<file path="src/rtl/noc_rr_arbiter.sv">
// ---------------------------------------------------------------------------
// noc_rr_arbiter
//
// Output-port arbiter for one NoC router output channel. Picks one of
// N_PORTS requesting input ports, drives the crossbar select for the
// channel and runs the RTS/DCTS handshake with the downstream router.
// The current owner keeps priority (sticky) until it has won MAX_HOLD
// consecutive handshakes while another port is waiting; then the search
// starts at the next port in ring order. MAX_HOLD = 0 disables the limit.
//
// Ports:
//   clk       in   clock
//   rst       in   synchronous, active-high reset
//   req       in   [N_PORTS] request from input port i
//   dcts      in   downstream clear-to-send
//   grant     out  [N_PORTS] one-hot, flit from port i transferred this cycle
//   xbar_sel  out  [N_PORTS] one-hot crossbar select, zero when idle
//   rts       out  registered request-to-send toward downstream
// ---------------------------------------------------------------------------
module noc_rr_arbiter #(
    parameter int N_PORTS  = 5,
    parameter int MAX_HOLD = 4
) (
    input  logic               clk,
    input  logic               rst,
    input  logic [N_PORTS-1:0] req,
    input  logic               dcts,
    output logic [N_PORTS-1:0] grant,
    output logic [N_PORTS-1:0] xbar_sel,
    output logic               rts
);

    localparam int IDX_W  = $clog2(N_PORTS);
    localparam int HOLD_W = (MAX_HOLD > 0) ? $clog2(MAX_HOLD + 1) : 1;
    localparam logic [HOLD_W-1:0] HOLD_MAX = HOLD_W'(MAX_HOLD);

    // State
    logic              owner_vld_q, owner_vld_d;
    logic [IDX_W-1:0]  owner_idx_q, owner_idx_d;
    logic              rts_q, rts_d;
    logic [HOLD_W-1:0] hold_cnt_q, hold_cnt_d;

    // Arbitration
    logic [N_PORTS-1:0] owner_oh;
    logic               limit_hit;
    logic [IDX_W-1:0]   start_idx;
    logic               arb_vld;
    logic [IDX_W-1:0]   arb_idx;

    // Handshake qualifiers
    logic stall;
    logic handshake;
    logic owner_change;

    // Ring addition; v never exceeds 2*N_PORTS-2 so one subtraction suffices.
    function automatic logic [IDX_W-1:0] wrap_idx(input int v);
        return (v >= N_PORTS) ? IDX_W'(v - N_PORTS) : IDX_W'(v);
    endfunction

    // -----------------------------------------------------------------------
    // Arbitration: first asserted request in ring order from start_idx.
    // -----------------------------------------------------------------------
    always_comb begin
        // NOTE: every variable gets a default first so no path leaves it
        // unassigned and no latch is inferred.
        owner_oh   = '0;
        owner_oh[owner_idx_q] = 1'b1;
        limit_hit  = (MAX_HOLD != 0) && owner_vld_q && (hold_cnt_q == HOLD_MAX)
                     && (|(req & ~owner_oh));
        start_idx  = '0;
        arb_vld    = 1'b0;
        arb_idx    = '0;

        if (owner_vld_q) begin
            // At the limit the owner is searched last, so it only keeps the
            // channel when nobody else is asking.
            start_idx = limit_hit ? wrap_idx(int'(owner_idx_q) + 1) : owner_idx_q;
        end

        for (int k = 0; k < N_PORTS; k++) begin
            if (!arb_vld && req[wrap_idx(int'(start_idx) + k)]) begin
                arb_vld = 1'b1;
                arb_idx = wrap_idx(int'(start_idx) + k);
            end
        end
    end

    // -----------------------------------------------------------------------
    // Next-state logic
    // -----------------------------------------------------------------------
    always_comb begin
        stall     = rts_q && !dcts;
        handshake = rts_q && dcts;

        // The owner is frozen while a flit is offered but not yet accepted.
        owner_vld_d = stall ? owner_vld_q : arb_vld;
        owner_idx_d = stall ? owner_idx_q : arb_idx;

        // rts follows the current owner; it drops for one cycle after each
        // completed handshake, giving the gap in which the owner may switch.
        rts_d = owner_vld_q && !handshake;

        owner_change = !owner_vld_d || !owner_vld_q || (owner_idx_d != owner_idx_q);

        hold_cnt_d = hold_cnt_q;
        if (MAX_HOLD == 0) begin
            hold_cnt_d = '0;
        end else if (owner_change) begin
            // A new owner starts its quota from zero, even if the old owner
            // was granted in the same cycle.
            hold_cnt_d = '0;
        end else if (handshake && owner_vld_q && (hold_cnt_q != HOLD_MAX)) begin
            hold_cnt_d = hold_cnt_q + 1'b1;
        end
    end

    // -----------------------------------------------------------------------
    // State registers
    // -----------------------------------------------------------------------
    always_ff @(posedge clk) begin
        // NOTE: state uses non-blocking assignments so every register samples
        // the pre-edge values regardless of statement order.
        if (rst) begin
            owner_vld_q <= 1'b0;
            owner_idx_q <= '0;
            rts_q       <= 1'b0;
            hold_cnt_q  <= '0;
        end else begin
            owner_vld_q <= owner_vld_d;
            owner_idx_q <= owner_idx_d;
            rts_q       <= rts_d;
            hold_cnt_q  <= hold_cnt_d;
        end
    end

    // -----------------------------------------------------------------------
    // Outputs
    // -----------------------------------------------------------------------
    always_comb begin
        xbar_sel = owner_vld_q ? owner_oh : '0;
        grant    = (handshake && owner_vld_q) ? owner_oh : '0;
        rts      = rts_q;
    end

endmodule
</file>
<file path="config.mk">
export PLATFORM = sky130hd
export DESIGN_NAME = noc_rr_arbiter
export DESIGN_NICKNAME = d
export VERILOG_FILES = /design/src/rtl/noc_rr_arbiter.sv
export SDC_FILE = /design/constraint.sdc
export NUM_CORES = 1
export LEC_CHECK = 0
export ABC_AREA = 1
export CORE_ASPECT_RATIO = 1.4
export CORE_MARGIN = 4
export CORE_UTILIZATION = 42
export CTS_CLUSTER_SIZE = 24
export DETAILED_ROUTE_END_ITERATION = 8
export PLACE_DENSITY = 0.67
export SLEW_MARGIN = 5
export SYNTH_ARGS = -nofsm -noshare
export SYNTH_HDL_FRONTEND = slang
export SYNTH_SLANG_ARGS = --single-unit
</file>
<file path="constraint.sdc">
create_clock -name clk -period 5.47 [get_ports clk]
set_input_delay 0.547 -clock clk [delete_from_list [all_inputs] [get_ports clk]]
set_output_delay 0.547 -clock clk [all_outputs]
set_load 0.02 [all_outputs]
</file>
Word level (Yosys, flattened, before mapping) --
Index checks and enable logic that the tools add are counted.
Storage, ports and cells: input bits 8, register bits after elaboration 8, logic and storage cells 92, output and inout bits 11
Cells by class: bitwise logic cells 2, muxes and demuxes 34, equality and inequality tests 3, add/subtract/negate cells 12, reduce and logical (&&, ||, !) cells 24, magnitude comparators 13
Operators by type and width (count):
- $mux W3 | 14
- $lt A3 B4 Y1 const B | 6
- $ge A4 B3 Y1 const B | 5
- $sub A3 B3 Y3 const B | 6
- $bmux W1 S3 | 5
- $logic_and A1 B1 Y1 | 12
- $mux W1 | 12
- $mux W5 | 2
- $add A3 B1 Y4 const B | 2
- $add A3 B2 Y4 const B | 2
- $logic_not A1 Y1 | 8
- $and A5 B5 Y5 | 1
- $not A5 Y5 | 1
- $reduce_or A5 Y1 | 1
- $add A3 B3 Y4 const B | 1
- $add A3 B1 Y3 const B | 1
- $demux W1 S3 | 1
- $eq A3 B3 Y1 const B | 1
- $ge A3 B1 Y1 const B | 1
- $ge A3 B3 Y1 const B | 1
- $ne A3 B3 Y1 | 1
- $ne A3 B3 Y1 const B | 1
- $logic_or A1 B1 Y1 | 2
- $reduce_or A2 Y1 | 1

Depth between registers and ports, before layout --
Gate-level depths: netlist (run 1).
depth in word-level cells 32, mapped depth 33, depth with buffers taken out 32

Least setup slack after synthesis (run 1) --
Ideal clock, no wire load.
path type register to register, from register owner_idx_q[1], to register hold_cnt_q[1], data arrival time 3.671 ns, setup slack 1.682 ns, library setup time 0.117 ns, stages on the path, launching flop included 30, cells stage by stage dfxtp_1 > ha_1 > nand2_1 > nand2_1 > nand2_1 > o21bai_1 > nand2_1 > nand3_1 > nand3_2 > inv_2 > ha_1 > inv_1 > fa_1 > a21oi_1 > xor2_1 > nand2_1 > nand2_1 > nand2_1 > nand3_2 > nand2_2 > inv_2 > nand4_4 > nor2_4 > nand2_1 > nand2_1 > nand2_1 > nor2_1 > nor2_2 > nand3_2 > nor2_1
Between the ends: longest elaborated chain between the ends 32, elaborated cells between the ends (all ways) 69, classes of those cells add/sub (11); order compare (8); eq/ne (1); mux (32); bitwise (2); reduce/logical (15)
Ends and longest elaborated chain:
- start, declared | RTL line 39 | logic [IDX_W-1:0] owner_idx_q, owner_idx_d;
- start signal, assigned | RTL line 130 | owner_idx_q <= owner_idx_d;
- branches (longest 30 deep; another with $lt A3 B4 Y1)
- $logic_or A1 B1 Y1 (*) | RTL line 103 | owner_change = !owner_vld_d || !owner_vld_q || (owner_idx_d != owner_idx_q);
- $reduce_or A2 Y1 (no source line) (*)
- end signal, assigned | RTL line 132 | hold_cnt_q <= hold_cnt_d;
- end, declared | RTL line 41 | logic [HOLD_W-1:0] hold_cnt_q, hold_cnt_d;
Mark *: on every way between the ends. The select of a mux whose other input is x is not followed. A chain may end at the register's enable or synchronous reset.

Worst setup path after layout (run 1) --
from register owner_idx_q[0], to register hold_cnt_q[1]
Same word-level chain as after synthesis.

==> impl_results.md, run 1 <==
* Status: complete, no violations
* Worst-skew pair later-pin latency at 0.23 ns
* Async SR Flop Fraction at 0%
* Worst Skew at between 0.003 and 0.004 ns
* First drt pass iteration count at 4
* Filler Cell Count at 429
* Hold Crit Class: register to register
* Worst hold stages at 1
* Initial drt markers at between 50 and 60
* Synthesized cell area at 1785 um^2
* Largest net degree at the start of global routing at 12
* Top FF cell, synth: dfxtp_1
* Post-synth EDFFs at 0
* Congestion Overflow GR at 0
* Hold Path Origin: rts
* Max_slew headroom at 68.10%
* WL/cell at about 13 um
* Min Tclk post-route at 4.437 ns
* Clock buffer count from CTS at 3
* Global-route usage over all layers at approximately 17%
* CP required at 5.59 ns
* Synth Register Bits at 8
* GP Congestion at 0.8262
* Hold-fix buffers, CTS at 0
* Nets at about 330
* CP Capture Type: register
* Worst IR Drop VDD at between 0.0001 and 0.00015 V
* Vias in the first global route at 1758
* FF-to-FF End: hold_cnt_q[1]
* Clk slew on worst S/H paths at ~0.040 ns
* Area after DPL at 1978 um^2
* CP max stage delay at approximately 0.6 ns
* Critical Path AT at around 4.6 ns
* FMAX at about 230 MHz
* Critical path class: register to register
* Row count at 27
* Post-DP HPWL at ~3.8 mm
* Starting Density at 44.41%
* Mapped Cells at 286
* First-pass GRT wire length at around 7.7 mm
* Ant. Diodes at 0
* Final Hold Fails at 0
* Critical path launch point type: register
* Mapped Nets at slightly above 300
* Sequential cell area at between 150 and 200 um^2
* Input/output buffers at 18
* Critical-path top delay cell: dfxtp_1
* PD cells at ~350 nW/um^2
* Initial antenna violation count at 0
* Routed WL at 4.383 mm
* Worst Reg-to-Reg Cells at 29
* Die area at roughly 5400 um^2
* Final Cell Area at roughly 2000 um^2
* Mean Syn Cell Area at about 6.2 um^2
* Die outline height at around 85 um
* Area growth syn-to-layout at 13.10%
* Slew @ Worst Pin at around 0.48 ns
* Flop-to-flop setup slack at approximately 1.0 ns
* Die width at 63.11 um
* Max-cap violation count at 0
* Max Slew Vio Count at 0
* WHS Endpoint: rts
* DRC at 0
* Worst R2R Start: owner_idx_q[0]
* Post-DRT Antenna Nets at 0
* Final setup fails at 0
* Register area share after synthesis at under 10%
* Post-CTS resize count at 0
* # IOs at 19
* Fraction of layout cells with a size suffix above 1 at approximately a fifth
* # clock sinks at 8
* Unrepaired setup endpoints after global routing: no
* CTS tree: yes
* Setup bufs post-CTS at 0
* Root Buffer: clkbuf_8
* Static Leakage at approximately 0.95 nW
* H-Tree Depth at 1
* Clock buffer depth at 2
* Yosys warning count at 0
* Setup TNS at 0 ns
* Critical path's most frequent cell: nand2_1
* Core footprint at around 4000 um^2
* Multi-input gate area at ~1400 um^2
* Avg Vias per Cell at 5.353
* Critical path peak fanout at 11
* Yosys cell types at 35
* Vias post-DR at 1852
* Tcrit/Tclk final at 81.12%
-- cells in the mapped netlist, types with 2 or more instances --
master     n  area, um^2
o21ai_0    5       25.02
nor2_1    21       78.83
o21ai_1    4       20.02
nand2_2   11       68.82
ha_1      12       150.1
buf_6      3       33.78
a21oi_1    7       35.03
inv_1     33       123.9
nand4_2    2       25.02
nor2_2     6       37.54
o211ai_1   4       30.03
inv_2     10       37.54
nand2_4    5       56.30
nor2_4     2       22.52
nand3_4    4       70.07
nand4_1   13       81.33
dfxtp_1    8       160.2
xnor2_1    3       26.28
xor2_1     2       17.52
nand3_1   35       175.2
nand2_1   72       270.3
nand3_2   11       110.1
-- layout by cell type, fill, tap and decap left out, drive strengths merged --
cell type / n
ha: 12
o211ai: 4
o22ai: 1
a211oi: 1
clkinv: 1
a21oi: 7
nor2: 29
fa: 1
clkdlybuf4s50: 18
nand3: 50
nand4: 16
o21bai: 1
clkbuf: 3
a221oi: 1
dfxtp: 8
o21ai: 10
nand2: 88
or2: 1
inv: 44
xnor2: 3
nor3: 1
xor2: 3
-- how the worst max path moves through the flow --
stage / start / to / slack, ns / depth (start not counted)
detailed placement: req[4] / hold_cnt_q[1] / 0.90 / 29
global route: owner_idx_q[0] / hold_cnt_q[1] / 0.46 / 29
global placement: req[0] / hold_cnt_q[0] / 0.99 / 29
CTS: owner_idx_q[0] / hold_cnt_q[1] / 1.00 / 29
finish: owner_idx_q[0] / hold_cnt_q[1] / 1.03 / 29
floorplan: owner_idx_q[1] / hold_cnt_q[1] / 1.68 / 29
-- layout make-up --
type | count | share of cell area [%]
Multi-Input combinational cell | 229 | 69.70
Clock buffer | 3 | 2.045
Inverter | 45 | 8.736
Timing Repair Buffer | 18 | 8.922
Sequential cell | 8 | 7.931
Tap cell | 43 | 2.664
-- sequential cells by signal (all words and copies together) (netlist names) --
signal,count
hold_cnt_q,3
owner_idx_q,3
owner_vld_q,1
rts,1
-- logic make-up after synthesis --
group / after synthesis / synth area share [%]
AO/OA/AOI/OAI: 25 / 8.340
XOR/XNOR: 6 / 3.364
adder cells (fa/ha/maj): 13 / 9.530
buffers and inverters: 49 / 12.19
flip-flops: 8 / 8.970
AND/OR/NAND/NOR: 185 / 57.60
-- per-layer routing --
layer | vias up | track usage [%] | routed length (um)
li1 | 972 | - | -
met1 | 836 | 17.66 | 1765
met2 | 34 | 34.77 | 2409
met3 | 10 | 1.589 | 123
met4 | 0 | 7.028 | 85
met5 | - | 0 | 0
-- report_power, final --
part	switching, mW	total, mW	leakage (nW)	internal (mW)
sequential	0.0257	0.0937	0.0655	0.0681
clock	0.0227	0.0703	0.0216	0.0476
combinational	0.353	0.535	0.861	0.182
total	0.401	0.699	0.948	0.298
-- worst max-delay path, delay by kind of cell (launching register included) --
kind                       cells  cell delay (ns)
AOI/OAI and AO/OA              2             0.49
xor gates and xnor gates       1             0.30
adders and majority gates      3             0.86
buffers and inverters          3             0.33
DFF                            1             0.61
and+or+nand+nor               20             1.74
-- through the flow --
stage	setup slack [ns]	total power, mW	util, %	std cells	hold slack [ns]
after floorplan	1.682	0.5343	-	286	0.5057
after global placement	0.9887	0.6223	49.21	343	0.4681
after detailed placement	0.9014	0.6306	49.21	343	0.4797
after CTS	1.003	0.7039	50.23	346	0.4851
after global routing	0.4596	0.7780	50.23	346	0.5224
final	1.033	0.6990	50.23	346	0.4830
Note: power is estimated with default switching activity, not from simulation.
==> run 2, diff against run 1 <==
- clock period: 5.47 -> 4.6 ns (I/O delays scaled with it)
==> impl_results.md, run 2 (synthesis gave the netlist of run 1 again) <==
* P_sw at around 470 uW
* Core footprint at ~4000 um^2
* Die area at ~5400 um^2
* Post-Place Setup Slack at about 0.33 ns
* Critical path's most frequent cell: nand2_1
* Hold Crit Class: register to register
* CP Capture Type: register
* Placed Cells at approximately 350
* Tcrit/Tclk final at 88.28%
* Top flop regs: hold_cnt_q: 3 flops, owner_idx_q: 3 flops
* Reg power frac at approximately an eighth
* First drt pass iteration count at 4
* Final Hold Fails at 0
* Critical Path AT at about 4.2 ns
* Clk slew on worst S/H paths at about 0.040 ns
* Initial drt markers at a little under 100
* Post-Layout Cell Count at ~350
* Critical path class: register to register
* Comb power frac at between 70% and 80%
* Row count at 27
* Clock buffer depth at 2
* Nets at ~330
* Status: complete, no violations
* Clock power frac at 10.2%
* Global-route usage over all layers at around 17%
* DRC at 0
* Vias in the first global route at about 1800
* Max Slew Vio Count at 0
* Routed WL at ~4.4 mm
* Most frequent cells in the layout: 72 x nand2_1, 35 x nand3_1, 33 x inv_1
* Worst-skew pair later-pin latency at 0.23 ns
* Ant. Diodes at 0
* Area growth syn-to-layout at 15.42%
* Cell-internal power at about 360 uW
* First-pass GRT wire length at ~7.3 mm
* Static Leakage at 0.9720 nW
* Clock buffer count from CTS at 3
* Fraction of layout cells with a size suffix above 1 at between 20% and 30%
* Critical-path top delay cell: dfxtp_1
* Worst IR Drop VDD at 0.0001632 V
* Avg Vias per Cell at between 5 and 6
* Setup bufs post-CTS at 0
* WL/cell at approximately 12 um
* Initial antenna violation count at 0
* Switching share of power at a little under three fifths
* Post-DRT Antenna Nets at 0
* Starting Density at ~44%
* H-Tree Depth at 1
* Setup WS post-layout at ~0.54 ns
* Congestion Overflow GR at 0
* GP Congestion at between 0.8 and 0.9
* Max_slew headroom at between 60% and 70%
* # IOs at 19
* Critical path launch point type: register
* # clock sinks at 8
* FMAX at 246.3 MHz
* PD cells at between 400 and 500 nW/um^2
* Setup TNS at 0 ns
* Hold-fix buffers, CTS at 0
* Die width at about 63 um
* Post-DP HPWL at between 3 and 4 mm
* Worst Skew at 0.0003709 ns
* Flop-to-flop setup slack at between 0.5 and 0.6 ns
* Vias post-DR at ~1900
* Largest net degree at the start of global routing at 12
* CTS tree: yes
* CP required at 4.72 ns
* Commonest non-fill, non-tap cell in the layout: nand2_1
* Root Buffer: clkbuf_8
* Slew @ Worst Pin at 0.4900 ns
* Input/output buffers at 18
* Unrepaired setup endpoints after global routing: no
* CP max stage delay at around 0.53 ns
* Critical path peak fanout at 7
* Min Tclk post-route at slightly above 4 ns
* Max-cap violation count at 0
* Final setup fails at 0
* Die outline height at 85.15 um
==> run 2: repair_timing <==
item                                    in CTS  in global routing
resized for setup                            0                  1
hold endpoints to repair                     0                  0
endpoints found under the setup margin       0                  3
==> run 2: critical path: cells and delay by family (launching register included) <==
family	cells	cell delay [ns]
buf+inv	3	0.28
fa+ha+maj	3	0.86
compound gates	2	0.36
simple gates	20	1.62
flops	1	0.53
xor+xnor	1	0.28
==> run 2: metal layers <==
metal	part of all wire [%]	global-route usage, %	up-vias
li1	-	-	984
met1	41	17.12	826
met2	53	33.33	41
met3	3.2	1.722	9
met4	2.4	6.024	0
met5	0	0	-
==> run 2: stage by stage <==
stage          total power [mW]  utilization [%]  area [um^2]  hold slack (ns)
3_3_place_gp             0.7489            50.14         2016           0.4700
6_report                 0.8369            51.26         2061           0.4850
3_5_place_dp             0.7534            50.14         2016           0.4821
4_1_cts                  0.8408            51.17         2057           0.4876
5_1_grt                  0.9214            51.26         2061           0.5151
2_1_floorplan            0.6353                -         1785           0.5057
==> run 2: final timing paths <==
kind | startpoint | endpoint | depth (start not counted)
max | owner_idx_q[0] | hold_cnt_q[0] | 29
min reg2reg | rts | rts | 1
max reg2reg | owner_idx_q[0] | hold_cnt_q[0] | 29
min | rts | rts | 1
==> run 2: power groups by stage <==
| stage | Combinational, mW | Clock, mW | Sequential, mW |
|---|---|---|---|
| after floorplan | 0.544 | 0 | 0.0916 |
| after global placement | 0.639 | 0 | 0.110 |
| after detailed placement | 0.643 | 0 | 0.111 |
| after CTS | 0.645 | 0.0866 | 0.110 |
| after global routing | 0.721 | 0.0894 | 0.111 |
| final | 0.642 | 0.0854 | 0.110 |
==> run 2: area by class of cell <==
type / count / area, um^2
flip-flops and latches: 8 / 160.2
multi-input cells: 229 / 1411
fillers: 440 / 1959
inverters: 45 / 176.4
well taps: 43 / 53.80
clock buffers: 3 / 41.29
repair buffers: 23 / 217.7
